### config.mk
export PLATFORM = sky130hd
export DESIGN_NAME = fifo_rd_stream
export DESIGN_NICKNAME = d
export VERILOG_FILES = /design/src/rtl/fifo_rd_stream.sv
export SDC_FILE = /design/constraint.sdc
export NUM_CORES = 1
export LEC_CHECK = 0
export ABC_AREA = 1
export BUFFER_PORTS_ARGS = -buffer_cell sky130_fd_sc_hd__buf_4
export CORE_MARGIN = 2
export CORE_UTILIZATION = 52
export DETAILED_ROUTE_END_ITERATION = 6
export PLACE_DENSITY = 0.84
export SLEW_MARGIN = 20
export SYNTH_ARGS = -nofsm -noshare
export SYNTH_HDL_FRONTEND = slang
export SYNTH_SLANG_ARGS = --single-unit
### constraint.sdc
create_clock -name clk_i -period 2 [get_ports clk_i]
set_input_delay 0.2 -clock clk_i [delete_from_list [all_inputs] [get_ports clk_i]]
set_output_delay 0.2 -clock clk_i [all_outputs]
set_load 0.03 [all_outputs]
### src/rtl/fifo_rd_stream.sv
// rtl/fifo_rd_stream.sv - FIFO read-side drain controller presenting a valid/ready stream
// Optional delivered-word counter enabled by defining FIFO_RD_STREAM_CNT_EN.
module fifo_rd_stream #(
   parameter int WIDTH = 32,
   parameter int CNT_W = 16
) (
   input  logic             clk_i,
   input  logic             rst_i,
   input  logic             en_i,
   input  logic             fifo_empty_i,
   input  logic [WIDTH-1:0] fifo_data_i,
   output logic             fifo_rd_en_o,
   output logic             m_valid_o,
   output logic [WIDTH-1:0] m_data_o,
   input  logic             m_ready_i,
   output logic             busy_o,
   output logic [CNT_W-1:0] words_o
);

   typedef enum logic [1:0] {
      IDLE  = 2'd0,
      RUN   = 2'd1,
      DRAIN = 2'd2
   } state_t;

   state_t           state_q;
   state_t           state_d;
   logic [WIDTH-1:0] mem_q [2];
   logic             head_q;
   logic             tail_q;
   logic [1:0]       count_q;
   logic [1:0]       count_d;
   logic             inflight_q;
   logic [1:0]       occ;
   logic             xfer;
   logic             rd_en;

   assign occ  = count_q + {1'b0, inflight_q};
   assign xfer = m_valid_o && m_ready_i;

   // A pop at occupancy 2 is only safe when the head leaves in the same cycle.
   assign rd_en = (state_q == RUN) && en_i && !fifo_empty_i &&
                  ((occ < 2'd2) || ((occ == 2'd2) && xfer));

   assign count_d = count_q + {1'b0, inflight_q} - {1'b0, xfer};

   assign fifo_rd_en_o = rd_en;
   assign m_valid_o    = (count_q != 2'd0);
   assign m_data_o     = mem_q[head_q];
   assign busy_o       = (state_q != IDLE) || (count_q != 2'd0) || inflight_q;

   always_comb begin
      state_d = state_q;
      case (state_q)
         IDLE: begin
            if (en_i) state_d = RUN;
         end
         RUN: begin
            if (!en_i) state_d = DRAIN;
         end
         DRAIN: begin
            if (en_i) begin
               state_d = RUN;
            end else if ((count_q == 2'd0) && !inflight_q) begin
               state_d = IDLE;
            end
         end
         default: state_d = IDLE;
      endcase
   end

   always_ff @(posedge clk_i) begin
      if (rst_i) begin
         state_q    <= IDLE;
         count_q    <= 2'd0;
         inflight_q <= 1'b0;
         head_q     <= 1'b0;
         tail_q     <= 1'b0;
         mem_q[0]   <= '0;
         mem_q[1]   <= '0;
      end else begin
         state_q    <= state_d;
         count_q    <= count_d;
         inflight_q <= rd_en;
         // The word popped last cycle is on fifo_data_i now.
         if (inflight_q) begin
            mem_q[tail_q] <= fifo_data_i;
            tail_q        <= ~tail_q;
         end
         if (xfer) begin
            head_q <= ~head_q;
         end
      end
   end

`ifdef FIFO_RD_STREAM_CNT_EN
   logic [CNT_W-1:0] words_q;

   always_ff @(posedge clk_i) begin
      if (rst_i) begin
         words_q <= '0;
      end else if (xfer) begin
         words_q <= words_q + 1'b1;
      end
   end

   assign words_o = words_q;
`else
   assign words_o = '0;
`endif

endmodule

==> results.sh <==
export IMPL_startpoint_type="flip-flop"
export IMPL_cts_tree="yes"
export IMPL_placed_cell_area_sq_um=3830
export IMPL_fin_nets=390
export IMPL_outcome="completed"
export IMPL_final_cells=433
export IMPL_h_tree_depth=3
export IMPL_rows=29
export IMPL_dieWidth_um=83.8
export IMPL_drive_gt1_share_pct=38.5
export IMPL_hold_viol=0
export IMPL_reg2reg_depth=5
export IMPL_total_power_mw=3.66
export IMPL_fin_area_sq_um=4030
export IMPL_ir_drop_v=0.000500
export IMPL_wl_mm=5.79
export IMPL_yosys_warnings=0
export IMPL_r2r_end="mem_q[0][13]$_SDFFCE_PN0P_"
export IMPL_fin_worst_skew_ns=0.00826
export IMPL_grt_max_degree=33
export IMPL_cts_resized=0
export IMPL_postCtsSetupBuffers=0
export IMPL_p_leak_nw=1.84
export IMPL_netlist_area_sq_um=3310
export IMPL_cts_path_max_buffers=2
export IMPL_slowest_delay_ns=0.44
export IMPL_die_h_um=83.8
export IMPL_ant_nets=0
export IMPL_post_route_period_util_pct=86.3
export IMPL_dieArea_sq_um=7020
export IMPL_io_pins=88
export IMPL_grt_pass1_vias=2020
export IMPL_ys_seq_elements=72
export IMPL_clock_sinks=72
export IMPL_dr_pass1_iters=4
export IMPL_rsz0062_at_grt="no"
export IMPL_hold_buffers=0
export IMPL_cellPowerDensity_nw_per_um2=909
export IMPL_via_per_inst=4.62
export IMPL_postSynthAreaPerCell_sq_um=12.0
export IMPL_cp_end_kind="primary output"
export IMPL_tns_ns=0
export IMPL_initial_core_util_pct=53.1
export IMPL_clkLatencyLatePin_ns=0.35
export IMPL_crit_start="inflight_q$_SDFF_PP0_"
export IMPL_port_buffers=71
export IMPL_netlist_instances=275
export IMPL_grt_pass1_wl_mm=9.35
export IMPL_cts_buffers=9
export IMPL_setup_viol=0
export IMPL_wire_per_inst_um=13.4
export IMPL_drt_first_iter_violations=125
export IMPL_cap_violations=0
export IMPL_globalRouteTotalUtil_pct=17.6
export IMPL_dp_cells=417
export IMPL_hpwl_mm=3.81
export IMPL_crit_chain="ha_1 > inv_1 > nand3_1 > nand2_1 > nand2_1 > inv_1 > buf_4"
export IMPL_drc=0
export IMPL_diodes=0
export IMPL_clock_fmax_mhz=580
export IMPL_antenna_found_initial=0
export IMPL_gp_congestion=0.683
export IMPL_crit_fanout=4
export IMPL_cp_endpoint="fifo_rd_en_o"
export IMPL_vias=1999
export IMPL_path_clk_slew_ns=0.07
export IMPL_required_ns=1.80
export IMPL_root_buffer="clkbuf_8"
export IMPL_slew_viol_final=0
export IMPL_rrSetupSlack_ns=0.56
export IMPL_holdPathStages=2
export IMPL_hold_class="input port to flip-flop"
export IMPL_crit_arrival_ns=1.53
export IMPL_critPathKind="flip-flop to primary output"
export IMPL_core_region_area_sq_um=6240
export IMPL_synth_distinct_cells=19
export IMPL_fin_crit_ns=1.73
export IMPL_grt_ovfl_total=0
export IMPL_timing_rr_start="inflight_q$_SDFF_PP0_"
export IMPL_area_growth_pct=21.7
export IMPL_synth_seq_area_share_pct=62.9
export IMPL_cpMaxStageDelayCell="dfxtp_1"
[Yosys cell counts (all sizes together)]
cell,instances,share of area [%]
edfxtp,64,58
nand3,4,0.98
nand2,19,2.4
mux2,32,12
inv,41,4.6
dfxtp,8,4.8
buf,26,6.8
nor2,76,9.4
nor3,2,0.30
ha,2,0.76
conb,1,0.11
[power by group]
group          total [mW]  switching (mW)  internal, mW
Combinational       0.803           0.473         0.330
Sequential           1.73          0.0254          1.70
Clock                1.14           0.555         0.580
Total                3.66            1.05          2.61
[cell type report]
cell class              instances  area [sq um]
well taps                      77          96.3
clock inverters                 6          68.8
flip-flops and latches         72          2080
fillers                       490          2210
inverters                      41           154
repair buffers                 76           596
multi-input cells             151           906
clock buffers                  10           128
[sequential cells by signal (all words and copies together) (netlist names), named ones only]
name,cells
tail_q,1
count_q,2
mem_q,64
state_q,2
head_q,1
inflight_q,1
[layout by cell type (no fill, tap or decap)]
master / netlist / final
buf_4: 16 / 74
ha_1: 2 / 2
mux2_2: 25 / 25
nor2_1: 67 / 67
inv_6: 0 / 1
clkbuf_8: 0 / 9
nand2_1: 18 / 18
inv_1: 39 / 39
clkbuf_1: 0 / 1
dfxtp_1: 8 / 7
edfxtp_1: 64 / 64
inv_2: 2 / 2
buf_12: 0 / 2
mux2_4: 7 / 7
nor2_2: 8 / 8
dfxtp_2: 0 / 1
clkinvlp_4: 0 / 4
conb_1: 1 / 16
nand2_4: 1 / 1
bufinv_16: 0 / 1
nand3_4: 1 / 1
nand3_1: 3 / 3
nor3_1: 2 / 2
nor2_4: 1 / 1
[routing by layer]
layer  up-vias  GRT usage [%]  share of wire [%]
li1       1004              -                  -
met1       920           21.0                 39
met2        65           29.2                 52
met3        10           5.64                7.3
met4         0           7.92                1.9
met5         -              0                  0
[how the worst min path moves through the flow]
stage	from	to	slack [ns]
6_report	rst_i	count_q[0]$_SDFF_PP0_	0.05
5_1_grt	rst_i	state_q[0]$_SDFFE_PP0P_	0.05
4_1_cts	rst_i	state_q[0]$_SDFFE_PP0P_	0.04
3_5_place_dp	rst_i	count_q[0]$_SDFF_PP0_	0.41
3_3_place_gp	rst_i	count_q[0]$_SDFF_PP0_	0.40
2_1_floorplan	rst_i	count_q[0]$_SDFF_PP0_	0.27
[kinds of logic (layout without fill, tap and decap cells)]
family                   after synthesis  count (layout)  share of synthesized area, %
AND/OR/NAND/NOR                      101             101                          13.1
flip-flops                            72              72                          62.9
buffers and inverters                 67             133                          11.5
multiplexers                          32              32                          11.7
adder cells (fa/ha/maj)                2               2                         0.755
other                                  1              16                         0.113
[through the flow]
step           worst slack, ns  util, %  hold WS, ns
4_1_cts                  0.250     64.6       0.0392
6_report                 0.275     64.6       0.0487
5_1_grt                  0.139     64.6       0.0524
3_3_place_gp             0.627     61.4        0.397
3_5_place_dp             0.554     61.4        0.407
2_1_floorplan            0.133        -        0.267
[worst max-delay path, delay by kind of cell, from the launching register on]
| family | cells | cell delay, ns |
|---|---|---|
| flip-flops | 1 | 0.44 |
| buffers and inverters | 3 | 0.29 |
| adder cells (fa/ha/maj) | 1 | 0.27 |
| AND/OR/NAND/NOR | 3 | 0.19 |
Note: power is estimated with default switching activity, not from simulation.
